--- src/rtl/i2s_tx_frame_pkg.sv ---
// Shared types and default constants for the I2S/left-justified transmitter slice.
package i2s_pkg;

  typedef enum logic {
    FMT_I2S = 1'b0,
    FMT_LJ  = 1'b1
  } i2s_fmt_e;

  typedef enum logic {
    CG_IDLE = 1'b0,
    CG_RUN  = 1'b1
  } cg_state_e;

  localparam int DEF_DATA_W        = 24;
  localparam int DEF_SLOT_W        = 32;
  localparam int DEF_MCLK_PER_SCLK = 4;

endpackage

--- src/rtl/i2s_tx_frame_if.sv ---
// Sample-pair valid/ready channel from the mixer/FIFO into the transmitter.
interface i2s_tx_frame_if
  import i2s_pkg::*;
#(
  parameter int DATA_W = DEF_DATA_W
) ();

  logic [DATA_W-1:0] SAMPLE_L;
  logic [DATA_W-1:0] SAMPLE_R;
  logic              SAMPLE_VALID;
  logic              SAMPLE_READY;

  modport master (output SAMPLE_L, output SAMPLE_R, output SAMPLE_VALID, input SAMPLE_READY);
  modport slave  (input SAMPLE_L, input SAMPLE_R, input SAMPLE_VALID, output SAMPLE_READY);

endinterface

--- src/rtl/i2s_tx_frame_clk_gen.sv ---
// SCLK/LRCLK generation from MCLK as enable ticks; ENABLE only takes effect at a frame boundary.
//  state   | meaning
//  CG_IDLE | serial clocks stopped, counters held at 0; every MCLK is a frame boundary
//  CG_RUN  | div_cnt/bit_pos running; boundary is the fall_tick that wraps bit_pos
module i2s_clk_gen
  import i2s_pkg::*;
#(
  parameter int SLOT_W        = DEF_SLOT_W,
  parameter int MCLK_PER_SCLK = DEF_MCLK_PER_SCLK
) (
  input  logic MCLK,
  input  logic RESET_N,
  input  logic ENABLE,
  output logic SCLK,
  output logic LRCLK,
  output logic fall_tick,
  output logic frame_tick,
  output logic stop_tick
);

  localparam int DW = $clog2(MCLK_PER_SCLK);
  localparam int BW = $clog2(2 * SLOT_W);
  localparam logic [DW-1:0] DIV_LAST = DW'(MCLK_PER_SCLK - 1);
  localparam logic [DW-1:0] DIV_HALF = DW'(MCLK_PER_SCLK / 2);
  localparam logic [BW-1:0] BIT_LAST = BW'(2 * SLOT_W - 1);
  localparam logic [BW-1:0] BIT_HALF = BW'(SLOT_W);

  cg_state_e         state;
  logic [DW-1:0]     div_cnt;
  logic [DW-1:0]     div_nxt;
  logic [BW-1:0]     bit_pos;
  logic [BW-1:0]     bit_nxt;
  logic              boundary;

  always_comb begin
    fall_tick  = (state == CG_RUN) && (div_cnt == DIV_LAST);
    boundary   = (state == CG_IDLE) || (fall_tick && (bit_pos == BIT_LAST));
    frame_tick = boundary && ENABLE;
    stop_tick  = boundary && !ENABLE && (state == CG_RUN);
    div_nxt    = ((state == CG_IDLE) || fall_tick) ? '0 : div_cnt + DW'(1);
    bit_nxt    = boundary ? '0 : (fall_tick ? bit_pos + BW'(1) : bit_pos);
  end

  // SCLK/LRCLK are decoded from next-state counts so they move on the same edge as the counters
  always_ff @(posedge MCLK or negedge RESET_N) begin
    if (!RESET_N) begin
      state   <= CG_IDLE;
      div_cnt <= '0;
      bit_pos <= '0;
      SCLK    <= 1'b0;
      LRCLK   <= 1'b0;
    end else begin
      if (boundary) begin
        state <= ENABLE ? CG_RUN : CG_IDLE;
      end
      div_cnt <= div_nxt;
      bit_pos <= bit_nxt;
      SCLK    <= (div_nxt >= DIV_HALF);
      LRCLK   <= (bit_nxt >= BIT_HALF);
    end
  end

endmodule

--- src/rtl/i2s_tx_frame.sv ---
// Stereo I2S / left-justified serial transmitter: one-deep shadow buffer, frame shifter, underrun flag.
module i2s_tx_frame
  import i2s_pkg::*;
#(
  parameter int       DATA_W        = DEF_DATA_W,
  parameter int       SLOT_W        = DEF_SLOT_W,
  parameter int       MCLK_PER_SCLK = DEF_MCLK_PER_SCLK,
  parameter i2s_fmt_e FORMAT        = FMT_I2S
) (
  input  logic           MCLK,
  input  logic           RESET_N,
  input  logic           ENABLE,
  i2s_tx_frame_if.slave  smp,
  output logic           SCLK,
  output logic           LRCLK,
  output logic           SDOUT,
  output logic           FRAME_START,
  output logic           UNDERRUN
);

  if ((DATA_W < 1) || (DATA_W > SLOT_W) || (MCLK_PER_SCLK < 2) || ((MCLK_PER_SCLK % 2) != 0))
  begin : g_param_err
    $error("i2s_tx_frame: illegal DATA_W/SLOT_W/MCLK_PER_SCLK combination");
  end

  localparam int FW = 2 * SLOT_W;

  logic              fall_tick;
  logic              frame_tick;
  logic              stop_tick;
  logic              shadow_full;
  logic              xfer;
  logic [DATA_W-1:0] shadow_l;
  logic [DATA_W-1:0] shadow_r;
  logic [FW-1:0]     frame_new;
  logic [FW-1:0]     frame_sr;

  i2s_clk_gen #(
    .SLOT_W        (SLOT_W),
    .MCLK_PER_SCLK (MCLK_PER_SCLK)
  ) u_clk_gen (
    .MCLK       (MCLK),
    .RESET_N    (RESET_N),
    .ENABLE     (ENABLE),
    .SCLK       (SCLK),
    .LRCLK      (LRCLK),
    .fall_tick  (fall_tick),
    .frame_tick (frame_tick),
    .stop_tick  (stop_tick)
  );

  assign smp.SAMPLE_READY = !shadow_full;
  assign xfer             = smp.SAMPLE_VALID && !shadow_full;

  // Empty shadow at load time yields a muted frame
  always_comb begin
    frame_new = '0;
    if (shadow_full) begin
      frame_new[FW-1 -: DATA_W]     = shadow_l;
      frame_new[SLOT_W-1 -: DATA_W] = shadow_r;
    end
  end

  always_ff @(posedge MCLK or negedge RESET_N) begin
    if (!RESET_N) begin
      shadow_full <= 1'b0;
      shadow_l    <= '0;
      shadow_r    <= '0;
      frame_sr    <= '0;
      SDOUT       <= 1'b0;
      FRAME_START <= 1'b0;
      UNDERRUN    <= 1'b0;
    end else begin
      FRAME_START <= frame_tick;
      UNDERRUN    <= frame_tick && !shadow_full;
      shadow_full <= xfer || (shadow_full && !frame_tick);
      if (xfer) begin
        shadow_l <= smp.SAMPLE_L;
        shadow_r <= smp.SAMPLE_R;
      end
      if (stop_tick) begin
        frame_sr <= '0;
        SDOUT    <= 1'b0;
      end else if (frame_tick) begin
        // I2S emits the previous frame's last bit during bit_pos 0
        if (FORMAT == FMT_LJ) begin
          SDOUT    <= frame_new[FW-1];
          frame_sr <= frame_new << 1;
        end else begin
          SDOUT    <= frame_sr[FW-1];
          frame_sr <= frame_new;
        end
      end else if (fall_tick) begin
        SDOUT    <= frame_sr[FW-1];
        frame_sr <= frame_sr << 1;
      end
    end
  end

endmodule

--- src/flat_wrapper.sv ---
// flat-port wrapper written by rule: the top's interface ports become plain ports
module i2s_tx_frame_flat import i2s_pkg::*;
#(
  parameter int       DATA_W        = DEF_DATA_W,
  parameter int       SLOT_W        = DEF_SLOT_W,
  parameter int       MCLK_PER_SCLK = DEF_MCLK_PER_SCLK,
  parameter i2s_fmt_e FORMAT        = FMT_I2S
)
  (MCLK, RESET_N, ENABLE, SCLK, LRCLK, SDOUT, FRAME_START, UNDERRUN, smp_SAMPLE_L, smp_SAMPLE_R, smp_SAMPLE_VALID, smp_SAMPLE_READY);
  i2s_tx_frame_if #(.DATA_W(DATA_W)) smp_i ();
  input  logic MCLK;
  input  logic RESET_N;
  input  logic ENABLE;
  output logic SCLK;
  output logic LRCLK;
  output logic SDOUT;
  output logic FRAME_START;
  output logic UNDERRUN;
  input wire logic [$bits(smp_i.SAMPLE_L)-1:0] smp_SAMPLE_L;
  input wire logic [$bits(smp_i.SAMPLE_R)-1:0] smp_SAMPLE_R;
  input wire logic [$bits(smp_i.SAMPLE_VALID)-1:0] smp_SAMPLE_VALID;
  output wire logic [$bits(smp_i.SAMPLE_READY)-1:0] smp_SAMPLE_READY;
  assign smp_i.SAMPLE_L = smp_SAMPLE_L;
  assign smp_i.SAMPLE_R = smp_SAMPLE_R;
  assign smp_i.SAMPLE_VALID = smp_SAMPLE_VALID;
  assign smp_SAMPLE_READY = smp_i.SAMPLE_READY;
  i2s_tx_frame #(.DATA_W(DATA_W), .SLOT_W(SLOT_W), .MCLK_PER_SCLK(MCLK_PER_SCLK), .FORMAT(FORMAT)) u_core (.MCLK(MCLK), .RESET_N(RESET_N), .ENABLE(ENABLE), .smp(smp_i), .SCLK(SCLK), .LRCLK(LRCLK), .SDOUT(SDOUT), .FRAME_START(FRAME_START), .UNDERRUN(UNDERRUN));
endmodule
--- config.mk ---
export PLATFORM = sky130hd
export DESIGN_NAME = i2s_tx_frame_flat
export DESIGN_NICKNAME = d
export VERILOG_FILES = /design/src/rtl/i2s_tx_frame_pkg.sv /design/src/rtl/i2s_tx_frame_if.sv /design/src/rtl/i2s_tx_frame_clk_gen.sv /design/src/rtl/i2s_tx_frame.sv /design/src/flat_wrapper.sv
export SDC_FILE = /design/constraint.sdc
export NUM_CORES = 1
export LEC_CHECK = 0
export ABC_CLOCK_PERIOD_IN_PS = 3930
export CORE_MARGIN = 2
export CORE_UTILIZATION = 45
export DETAILED_ROUTE_END_ITERATION = 10
export GPL_TIMING_DRIVEN = 0
export PLACE_DENSITY = 0.65
export SLEW_MARGIN = 20
export SYNTH_ARGS = -nofsm -noshare
export SYNTH_HDL_FRONTEND = slang
export SYNTH_SLANG_ARGS = --single-unit
--- constraint.sdc ---
create_clock -name MCLK -period 3.93 [get_ports MCLK]
set_clock_uncertainty 0.1 [all_clocks]
set_input_delay 0.9825 -clock MCLK [delete_from_list [all_inputs] [get_ports MCLK]]
set_output_delay 0.9825 -clock MCLK [all_outputs]
set_load 0.01 [all_outputs]
== Yosys cells after proc, flatten, opt, wreduce, memory -nomap -nowiden ==
Index checks and enable logic that the tools add are counted.
Cells by class
  magnitude comparators: 2
  multiplexer cells: 12
  add/sub/neg operators: 2
  bitwise operators: 1
  equal/unequal tests: 2
  reduce and logical (&&, ||, !) cells: 15
Operators with widths (count)
  $mux W64: 3
  $mux W24: 2
  $mux W6: 2
  $logic_and A1 B1 Y1: 8
  $add A6 B1 Y6 const B: 1
  $eq A6 B6 Y1 const B: 1
  $ge A6 B6 Y1 const B: 1
  $mux W1: 4
  $logic_not A1 Y1: 3
  $logic_or A1 B1 Y1: 3
  $reduce_bool A3 Y1: 1
  $add A2 B1 Y2 const B: 1
  $eq A2 B2 Y1 const B: 1
  $ge A2 B2 Y1 const B: 1
  $mux W2: 1
  $not A1 Y1: 1
Word-level totals
  input bits: 52
  bits in registers: 127
  logic and storage cells: 46
  output and inout port bits: 6

== Logic depth before layout (Yosys ltp) ==
Gate-level depths: netlist (run 1).
  word-level depth: 8
  depth in mapped cells: 7
  gate-level depth less buffers: 4

== Modules after synthesis ==
A second synthesis (run 1) with hierarchy kept.
Unflattened totals
  cell total of the unflattened synthesis: 345
  area, all modules: 4993.5 µm²
By module, submodules not included
  i2s_tx_frame: cells an instance 302, seq. area each 2702.6 µm², area an instance 4496.8 µm², instances 1
  i2s_clk_gen: cells an instance 43, seq. area each 250.2 µm², area an instance 496.7 µm², instances 1

== Least setup slack after synthesis (run 1) ==
Ideal clock, no wire load.
  kind: input to register
  from: input port smp_SAMPLE_VALID
  to: register u_core.shadow_l[11]
  slack: 1787 ps
  buffers on the path: 2
  stages on the path: 4
  arrival time: 1918 ps
  data required time: 3705 ps
  library setup time: 125 ps
  cells stage by stage: nor2b_1 -> buf_2 -> buf_2 -> mux2_2
Between the ends
  word-level cells in the longest chain between the ends: 1
RTL lines
  from (decl): line flat_wrapper.sv:21  | input wire logic [$bits(smp_i.SAMPLE_VALID)-1:0] smp_SAMPLE_VALID;
  $logic_and A1 B1 Y1: line i2s_tx_frame.sv:53  | assign xfer = smp.SAMPLE_VALID && !shadow_full;
  to (signal assigned): line i2s_tx_frame.sv:78  | shadow_l <= smp.SAMPLE_L;
  to (decl): line i2s_tx_frame.sv:33  | logic [DATA_W-1:0] shadow_l;
No other way between the ends.
A chain may end at the register's enable or synchronous reset.

== Worst setup path in the final report (run 1) ==
  from: register u_core.shadow_full
  to: output port smp_SAMPLE_READY
Between the ends
  word-level cells in the longest chain between the ends: 1
RTL lines
  from (decl): line i2s_tx_frame.sv:31  | logic shadow_full;
  from (signal assigned): line i2s_tx_frame.sv:76  | shadow_full <= xfer || (shadow_full && !frame_tick);
  $logic_not A1 Y1: line i2s_tx_frame.sv:52  | assign smp.SAMPLE_READY = !shadow_full;
  to (decl): line flat_wrapper.sv:22  | output wire logic [$bits(smp_i.SAMPLE_READY)-1:0] smp_SAMPLE_READY;
No other way between the ends.

==> metrics, run 1 <==
Syn Nets between 300 and 400; Int Pwr approximately 2.3 mW; die height between 100 and 150 um; yosys warns 0; Post-DRT Antenna Nets 0; global route total overflow 0; Synth Area in Adders 0.5184%; commonest non-fill, non-tap cell in the layout dfrtp_1; Mapped Avg Cell Area 14.16 um^2; critical path endpoint category primary output; first-iteration detailed-routing DRC count 206; Clock power frac ~50%; Max VDD drop about 240 uV; critical path peak fanout 4; Flop pwr share 45.1%; vias in the first global route 3137; Synth Area in XOR/XNOR less than 1%; crit path to smp_SAMPLE_READY; commonest cells after routing, fill and taps aside dfrtp_1 (119), clkdlybuf4s50_1 (56), and2_1 (51); layout filler cell count around 860; area occupied by multi-input gates ~0.0017 mm^2; Die Width approximately 110 um; Initial Utilization a little under half; Unique masters post-synth 36; vias per cell about 5.4; # DRC 0; Post-synth EDFFs 0; max-slew violations 0; main combinational cell family by area after synthesis compound AO/OA/AOI/OAI gates; CP max stage delay 530 ps; share of layout cells above drive strength 1 19.95%; CTS tree yes; Seq/Total Area, Yosys 61.69%; FMAX about 380 MHz; RR Endpoint u_core.frame_sr[31]; Crit-path slowest cell clkdlybuf4s50_1; Max-cap violations 0; ANT cells 0; Root Buffer clkbuf_8; Final GP Congestion ~0.75; row count 37; final hold vios 0; post-synthesis mux area share roughly 11%; Die ar. 0.01157 mm^2; largest net degree at the start of global routing 81; worst-skew pair later-pin latency between 500 and 600 ps; Cells after Synth 341; Top FF cell, synth dfrtp_1; routed vias between 3000 and 4000; RR Startpoint u_core.u_clk_gen.div_cnt[0]; H-tree levels 4; r2r setup slk around 1900 ps; LEAKAGE about 2.8 nW; I/O Buffers between 50 and 60; Crit Path Category flip-flop to primary output; worst path required time ~2900 ps; CTS clk-pin slew, worst paths 60 ps; actual slew at the worst max-slew pin 572.4 ps; period utilization about two thirds; Comb power frac under 10%; Setup violations, final 0; nets@finish approximately 470; drt first pass iters 4; per-cell routed wire length approximately 16 um; sw frac about 20%; Final HPWL DP approximately 5.9 mm; min-delay worst type primary input to async pin; worst path arrival time ~1600 ps; RSZ-0062 raised after global routing false; CP Launch Type flip-flop; synth-to-layout area growth 27.84%; WL final roughly 9.2 mm; Synth Area in Compound Gates about an eighth; simple-gate share of the synthesized area a little under a tenth; post-cts hold buffer count 0; cell chain of the critical path inv_2 > clkdlybuf4s50_1; hold slack approximately 270 ps; total track usage 17.98%; Synth async-reset ratio 100.0%; Sink Count ~120; Power Density roughly 480 mW/mm^2; PostCTS Resize Cnt 0; Net Sw Power about 0.6 mW; Reg2Reg Depth 7; Power, Total just under 3 mW; outcome finished, final reports clean; Post-CTS Setup Inserts 0; Max Buffers Root-to-Sink 2; total CTS buffers 17; Final Critical Period approximately 2600 ps; Register Area between 0.002 and 0.003 mm^2; Ports 58; Core ar. just over 0.01 mm^2; antenna violations before repair 0; setup TNS 0 ps; Critical Path Source u_core.shadow_full; first-pass GRT wire length roughly 16 mm; Slew Limit Headroom about three fifths; FF+latch count, synth ~120; synthesized cell area between 0.004 and 0.005 mm^2
==> synthesized netlist by cell type, types with 3 or more instances <==
library cell  number  area [um^2]
buf_2             10        50.05
nand2_1            5        18.77
a22o_1             9        78.83
mux2_2            33        371.6
mux2_1            15        168.9
a221o_1           47        470.5
clkbuf_1           6        22.52
dfrtp_1          119         2978
a21oi_1            4        20.02
nor2_1             3        11.26
and2_1            51        319.1
buf_6              6        67.56
==> worst min-delay path by stage <==
stage	from	endpoint	slack [ps]
5_1_grt	RESET_N	u_core.u_clk_gen.bit_pos[2]	280
2_1_floorplan	u_core.u_clk_gen.div_cnt[0]	u_core.u_clk_gen.div_cnt[0]	310
4_1_cts	RESET_N	u_core.u_clk_gen.bit_pos[2]	270
3_5_place_dp	u_core.u_clk_gen.div_cnt[0]	u_core.u_clk_gen.div_cnt[0]	340
3_3_place_gp	u_core.u_clk_gen.div_cnt[0]	u_core.u_clk_gen.div_cnt[0]	330
6_report	RESET_N	u_core.u_clk_gen.bit_pos[2]	270
==> power by group through the flow <==
| stage | logic [mW] | clock network [mW] | registers [mW] |
|---|---|---|---|
| 4_1_cts | 0.140 | 1.50 | 1.33 |
| 2_1_floorplan | 0.0542 | 0 | 1.34 |
| 3_3_place_gp | 0.132 | 0 | 1.35 |
| 3_5_place_dp | 0.139 | 0 | 1.35 |
| 5_1_grt | 0.151 | 1.57 | 1.34 |
| 6_report | 0.136 | 1.48 | 1.33 |
==> routing by layer <==
layer	global-route usage [%]	routed length [um]
met4	7.784	162
met3	5.327	396
met2	26.24	4172
met5	0	0
met1	25.00	4450
==> flip-flops by register name, indices dropped and copies added, names as in the netlist <==
name                      count
u_core.FRAME_START            1
u_core.SDOUT                  1
u_core.UNDERRUN               1
u_core.frame_sr              56
u_core.shadow_full            1
u_core.shadow_l              24
u_core.shadow_r              24
u_core.u_clk_gen.LRCLK        1
u_core.u_clk_gen.SCLK         1
u_core.u_clk_gen.bit_pos      6
u_core.u_clk_gen.div_cnt      2
u_core.u_clk_gen.state        1
==> cells by family after synthesis <==
kind of cell	after synthesis
AO/OA/AOI/OAI	68
adder cells (fa/ha/maj)	2
AND/OR/NAND/NOR	73
multiplexers	49
buffers and inverters	27
XOR/XNOR	3
flip-flops	119
==> critical path, delay by kind of cell (launching register included) <==
family | cells | cell delay (ps)
buf+inv | 2 | 630
flops | 1 | 420
==> area by class of cell <==
class                      count  area share [%]
clock inverter                 9           1.582
timing repair buffer          58           9.712
clock buffer                  23           7.725
tap                          136           2.757
sequential                   119           48.26
multi-input combinational    195           27.27
buffer                        24           2.514
inverter                       3          0.1825
==> metrics by stage <==
| step | worst slack [ps] | util (%) | cell area, um^2 | cells |
|---|---|---|---|---|
| 4_1_cts | 1264 | 59.51 | 6171 | 567 |
| 6_report | 1286 | 59.51 | 6171 | 567 |
| 5_1_grt | 1213 | 59.51 | 6171 | 567 |
| 2_1_floorplan | 1787 | - | 4827 | 341 |
| 3_3_place_gp | -2736 | 53.69 | 5568 | 534 |
| 3_5_place_dp | 997.8 | 53.97 | 5597 | 535 |
No activity file was read; power rests on OpenSTA's default activity.
==> run 2, diff against run 1 <==
- ABC_CLOCK_PERIOD_IN_PS: 3930 -> 2400
- PLACE_DENSITY: 0.65 -> 0.67
- clock period: 3.93 -> 2.4 ns (I/O delays scaled with it)
==> run 2 against run 1 <==
Critical path depth unchanged. Die area unchanged. Total power up 63%. Non-clock buffer count grew 1. Sequential power increased by 64%. Critical path type unchanged. Clock power rose by 62%. Clock-buffer cell count shrank 3. Global-route usage is 0.27 points lower. Wire length is 0.51% lower. Sequential cell count did not move. Setup slack worse by 1200 ps.
==> metrics, run 2 (synthesis gave the netlist of run 1 again) <==
outcome finished, final reports clean (unchanged); CP max stage delay 540 ps (was 530 ps); Hold Startpoint u_core.u_clk_gen.div_cnt[0]; Util after Layout 59.58% (was 59.51%); worst path required time 1700 ps (was 2850 ps); routed vias 3034 (was 3049); CTS clk-pin slew, worst paths 60 ps (about the same); die height 107.6 um (unchanged); Post-DRT Antenna Nets 0 (unchanged); min-delay worst type flip-flop to flip-flop (was primary input to async pin); worst path arrival time 1570 ps (was 1560 ps); Max-cap violations 0 (unchanged); FMAX between 400 and 500 MHz; row count 37 (unchanged); total track usage 17.71% (was 17.98%); global route total overflow 0 (unchanged); largest net degree at the start of global routing 79 (was 81); H-tree levels 4 (unchanged); wire length on met1 4.594 mm (was 4.450 mm); commonest non-fill, non-tap cell in the layout dfrtp_1 (unchanged); Critical Path Source u_core.shadow_full (unchanged); worst setup margin 131.1 ps (was 1286 ps); # DRC 0 (unchanged); Crit path max-delay family buffers and inverters (unchanged); vias per cell 5.342 (was 5.377); critical path endpoint category primary output (unchanged); Max VDD drop 331.7 uV (was 238.8 uV); Final HPWL DP 5.986 mm (was 5.870 mm); biggest regs u_core.frame_sr (56), u_core.shadow_l (24), u_core.shadow_r (24) (unchanged); WL final 9.135 mm (was 9.182 mm); first-iteration detailed-routing DRC count 157 (was 206); nets@finish 473 (was 472); max-slew violations 0 (unchanged); pre-CTS WS -166.5 ps (was 997.8 ps); routed length on met3 435 um (was 396 um); Reg with most FFs u_core.frame_sr (unchanged); Initial Utilization 46.55% (unchanged); synth-to-layout area growth 27.99% (was 27.84%); Ports 58 (unchanged); Post-CTS Setup Inserts 0 (unchanged); Root Buffer clkbuf_8 (unchanged); Sink Count 119 (unchanged); Final Critical Period about 2300 ps; Worst Path Buf+Inv 2 (unchanged); Power Density 778.2 mW/mm^2 (was 477.4 mW/mm^2); first-pass GRT wire length 15.62 mm (was 15.81 mm); period utilization between 90% and 100%; share of layout cells above drive strength 1 20.14% (was 19.95%); RSZ-0062 raised after global routing false (unchanged); met2 WL post-DR 3.986 mm (was 4.172 mm); vias in the first global route 3085 (was 3137); I/O Buffers 57 (unchanged); setup TNS 0 ps (unchanged); CP Launch Type flip-flop (unchanged); Crit-path slowest cell clkdlybuf4s50_1 (unchanged); actual slew at the worst max-slew pin 573.3 ps (was 572.4 ps); per-cell routed wire length 16.08 um (was 16.19 um); Setup violations, final 0 (unchanged); LEAKAGE 2.817 nW (was 2.831 nW); commonest cells after routing, fill and taps aside dfrtp_1 (119), clkdlybuf4s50_1 (56), and2_1 (51) (unchanged); antenna violations before repair 0 (unchanged); Slew Limit Headroom 61.52% (was 61.58%); Die ar. 0.01157 mm^2 (unchanged); critical path peak fanout 4 (unchanged); Max Buffers Root-to-Sink 2 (unchanged); drt first pass iters 5 (was 4); worst-skew pair later-pin latency 510 ps (about the same); cell chain of the critical path inv_2 > clkdlybuf4s50_1 (unchanged); Crit Path Category flip-flop to primary output (unchanged); ANT cells 0 (unchanged); max reg flops 56 (unchanged); Core ar. 0.01037 mm^2 (unchanged); RR Startpoint u_core.u_clk_gen.div_cnt[0] (unchanged); Final GP Congestion 0.7707 (was 0.7459); CTS tree yes (unchanged); Die Width 107.6 um (unchanged); Top Metal Used met4 (unchanged); total CTS buffers 17 (unchanged); final hold vios 0 (unchanged)
[run 2: cell types whose count changed in the layout (fill, tap and decap cells not counted), sizes merged]
cell	change
clkbuf	-3
dlygate4sd3	+1
clkinv	-2
inv	+1
clkinvlp	+4
[run 2: report_power, final]
group / leakage (nW) / internal [mW] / switching [mW] / total (mW)
clock network: 0.269 / 1.52 / 0.878 / 2.40
registers: 1.55 / 2.12 / 0.0652 / 2.18
logic: 0.995 / 0.149 / 0.0755 / 0.224
total: 2.82 / 3.79 / 1.02 / 4.81
[run 2: timing repair]
item / in CTS / in global routing
gates resized for setup: 0 / 0
endpoints found under the hold margin: 41 / 0
endpoints found under the setup margin: 0 / 0
hold buffers: 1 / 0
[run 2: path summary, 6_finish.rpt]
kind,to,slack [ps],depth (start not counted)
worst max-delay path,smp_SAMPLE_READY,130,2
worst min-delay path,u_core.u_clk_gen.div_cnt[0],350,1
worst min register to register,u_core.u_clk_gen.div_cnt[0],350,1
worst max register to register,u_core.frame_sr[41],400,7
min in group asynchronous,u_core.u_clk_gen.SCLK,470,2
max in group asynchronous,u_core.frame_sr[47],1020,3
[run 2: final cells by class]
type	count	area, um^2
Clock inverter	12	126.4
Fill cell	843	4192
Clock buffer	20	445.4
Timing Repair Buffer	59	609.3
Tap cell	136	170.2
Buffer	24	155.1
Sequential cell	119	2978
Multi-Input combinational cell	195	1683
Inverter	3	11.26
[run 2: per-stage QoR]
step           hold slack, ps  power [mW]  instances  instance area, um^2
2_1_floorplan           204.4       2.276        341                 4827
3_3_place_gp            325.8       2.431        534                 5568
3_5_place_dp            355.5       2.443        535                 5597
4_1_cts                 362.5       4.863        568                 6178
5_1_grt                 381.3       5.004        568                 6178
6_report                354.9       4.808        568                 6178
[run 2: per-layer routing]
metal,vias up,global-route usage [%]
met3,10,5.811
met2,78,24.53
met4,0,6.319
met5,-,0
li1,1430,-
met1,1516,26.04
[run 2: worst register-to-register path: cells and delay by family, from the launching register on]
kind | cells | cell delay, ps
DFF | 1 | 390
AOI/OAI and AO/OA | 1 | 120
muxes | 1 | 170
buffers and inverters | 3 | 760
adders and majority gates | 1 | 230
and+or+nand+nor | 1 | 180
==> run 3, diff against run 2 <==
- CORE_MARGIN: 2 -> 8
- CTS_BUF_LIST: not set -> sky130_fd_sc_hd__clkbuf_2
==> run 3 against run 2 <==
Global-route usage fell by 3.4 points. Clock-buffer cell count rose by 2. First-iteration DRC count fell by 11%. Critical path depth fell by 1. Worst hold slack got worse by 50 ps. Sequential share of layout area rose by 3.2 points. Sequential cell count did not move. Combinational power barely moved. Clock power fell by 57%. Core utilization fell by 5.2 points. Wire length rose by 5.7%. Total power fell by 28%. Critical path type unchanged. Highest routed layer unchanged.
==> metrics, run 3 (synthesis gave the netlist of run 1 again) <==
Max Buffers Root-to-Sink 2 (unchanged); die height 119.6 um (was 107.6 um); nets@finish 475 (was 473); per-cell routed wire length 16.92 um (was 16.08 um); largest net degree at the start of global routing 82 (was 79); Setup violations, final 0 (unchanged); sw frac 23.72% (was 21.20%); met1 usage 19.25% (was 26.04%); cell chain of the critical path clkdlybuf4s50_1 (was inv_2 > clkdlybuf4s50_1); gr busiest metal met2 (was met1); DP Area 0.005602 mm^2 (was 0.005597 mm^2); Crit path max-delay family buffers and inverters (unchanged); Crit-path slowest cell clkdlybuf4s50_1 (unchanged); met3 usage 4.838% (was 5.811%); global route total overflow 0 (unchanged); Sink Count 119 (unchanged); Ports 58 (unchanged); Critical Path Source u_core.SDOUT (was u_core.shadow_full); commonest cells after routing, fill and taps aside dfrtp_1 (119), clkdlybuf4s50_1 (55), and2_1 (51) (was dfrtp_1 (119), clkdlybuf4s50_1 (56), and2_1 (51)); drt first pass iters 4 (was 5); final instance area 0.005793 mm^2 (was 0.006178 mm^2); Crit Path Category flip-flop to primary output (unchanged); Flop pwr share 63.2% (was 45.4%); row count 38 (was 37); outcome finished, final reports clean (unchanged); Power Density 594.1 mW/mm^2 (was 778.2 mW/mm^2); WL final 9.660 mm (was 9.135 mm); total CTS buffers 17 (unchanged); Max-cap violations 0 (unchanged); worst-skew pair later-pin latency 630 ps (was 510 ps); max-slew violations 0 (unchanged); Initial Utilization 45.32% (was 46.55%); first-pass GRT wire length 16.46 mm (was 15.62 mm); Core ar. 0.01065 mm^2 (was 0.01037 mm^2); routed vias 3062 (was 3034); Reg with most FFs u_core.frame_sr (unchanged); FMAX 441.5 MHz (was 440.7 MHz); Int Pwr 2.625 mW (was 3.789 mW); CTS clk-pin slew, worst paths 150 ps (was 60 ps); vias in the first global route 3330 (was 3085); Final Non-Filler Cells 571 (was 568); CP max stage delay 540 ps (about the same); share of layout cells above drive strength 1 19.72% (was 20.14%); Post-DRT Antenna Nets 0 (unchanged); worst path arrival time 1570 ps (about the same); Net Sw Power 0.8164 mW (was 1.019 mW); Die ar. 0.01430 mm^2 (was 0.01157 mm^2); I/O Buffers 57 (unchanged); ANT cells 0 (unchanged); critical path peak fanout 2 (was 4); Final HPWL DP 6.479 mm (was 5.986 mm); # DRC 0 (unchanged); Root Buffer clkbuf_2 (was clkbuf_8); min-delay worst type primary input to async pin (was flip-flop to flip-flop); biggest regs u_core.frame_sr (56), u_core.shadow_l (24), u_core.shadow_r (24) (unchanged); Final GP Congestion 0.7519 (was 0.7707); actual slew at the worst max-slew pin 523.3 ps (was 573.3 ps); DP Cell Count 539 (was 535); Clock power frac 30.3% (was 50.0%); period utilization 94.38% (was 94.54%); global routing met2 resource utilization 21.27% (was 24.53%); antenna violations before repair 0 (unchanged); Slew Limit Headroom 64.88% (was 61.52%); synth-to-layout area growth 20.01% (was 27.99%); critical path endpoint category primary output (unchanged); Max VDD drop 303.2 uV (was 331.7 uV); first-iteration detailed-routing DRC count 139 (was 157); vias per cell 5.363 (was 5.342); RSZ-0062 raised after global routing false (unchanged); Final Critical Period 2265 ps (was 2269 ps); final hold vios 0 (unchanged); RR Startpoint u_core.u_clk_gen.div_cnt[0] (unchanged); setup TNS 0 ps (unchanged); Comb power frac 6.6% (was 4.7%); CTS tree yes (unchanged); max reg flops 56 (unchanged); commonest non-fill, non-tap cell in the layout dfrtp_1 (unchanged); total track usage 14.32% (was 17.71%); Die Width 119.6 um (was 107.6 um); LEAKAGE 2.687 nW (was 2.817 nW); worst path required time 1700 ps (about the same); Worst Path Buf+Inv 1 (was 2); CP Launch Type flip-flop (unchanged); H-tree levels 4 (unchanged)
==> run 3: changes by cell type in the layout (fill, tap and decap cells not counted), sizes merged, moves of 2 or more <==
| cell | previous run | this run |
|---|---|---|
| clkinv | 4 | 6 |
| clkinvlp | 5 | 0 |
| buf | 20 | 22 |
| clkbuf | 26 | 28 |
==> run 3: path summary, 6_finish.rpt <==
kind	to	slack, ps	cells after the start
worst max-delay path	SDOUT	130	1
worst min-delay path	u_core.shadow_r[8]	300	2
worst max register to register	u_core.frame_sr[29]	390	7
worst min register to register	u_core.u_clk_gen.div_cnt[0]	350	1
max in group asynchronous	u_core.frame_sr[27]	1170	3
min in group MCLK	u_core.u_clk_gen.div_cnt[0]	350	1
==> run 3: through the flow <==
| stage | hold WS, ps | worst slack (ps) | utilization, % | total power [mW] |
|---|---|---|---|---|
| 2_1_floorplan | 204.4 | 639.5 | - | 2.276 |
| 3_3_place_gp | 325.1 | -3861 | 52.33 | 2.428 |
| 3_5_place_dp | 338.7 | -188.9 | 52.60 | 2.446 |
| 4_1_cts | 264.1 | 45.17 | 54.32 | 3.490 |
| 5_1_grt | 261.2 | 22.17 | 54.39 | 3.618 |
| 6_report | 304.7 | 134.9 | 54.39 | 3.441 |
==> run 3: repair_timing <==
action	CTS	global route
setup buffers	1	1
resized for setup	1	0
gates cloned	0	0
endpoints found under the setup margin	1	1
hold buffers	1	0
endpoints found under the hold margin	38	0
==> run 3: cell type report <==
type,count,area [um^2]
Clock buffer,22,110.1
Sequential cell,119,2978
Timing Repair Buffer,61,623.1
Multi-Input combinational cell,195,1683
Tap cell,140,175.2
Buffer,24,155.1
Clock inverter,7,57.56
Fill cell,943,4857
Inverter,3,11.26
==> run 3: routing by layer <==
layer	share of wire, %	vias up	routed length (um)
met3	4.7	9	452
met1	49	1552	4725
li1	-	1430	-
met5	0	-	0
met2	45	71	4376
met4	1.1	0	105
==> run 3: power groups by stage <==
stage                     clock network, mW  logic [mW]  registers, mW
after floorplan                           0      0.0888           2.19
after global placement                    0       0.216           2.21
after detailed placement                  0       0.231           2.21
after CTS                              1.08       0.233           2.18
after global routing                   1.18       0.252           2.19
final                                  1.04       0.226           2.17
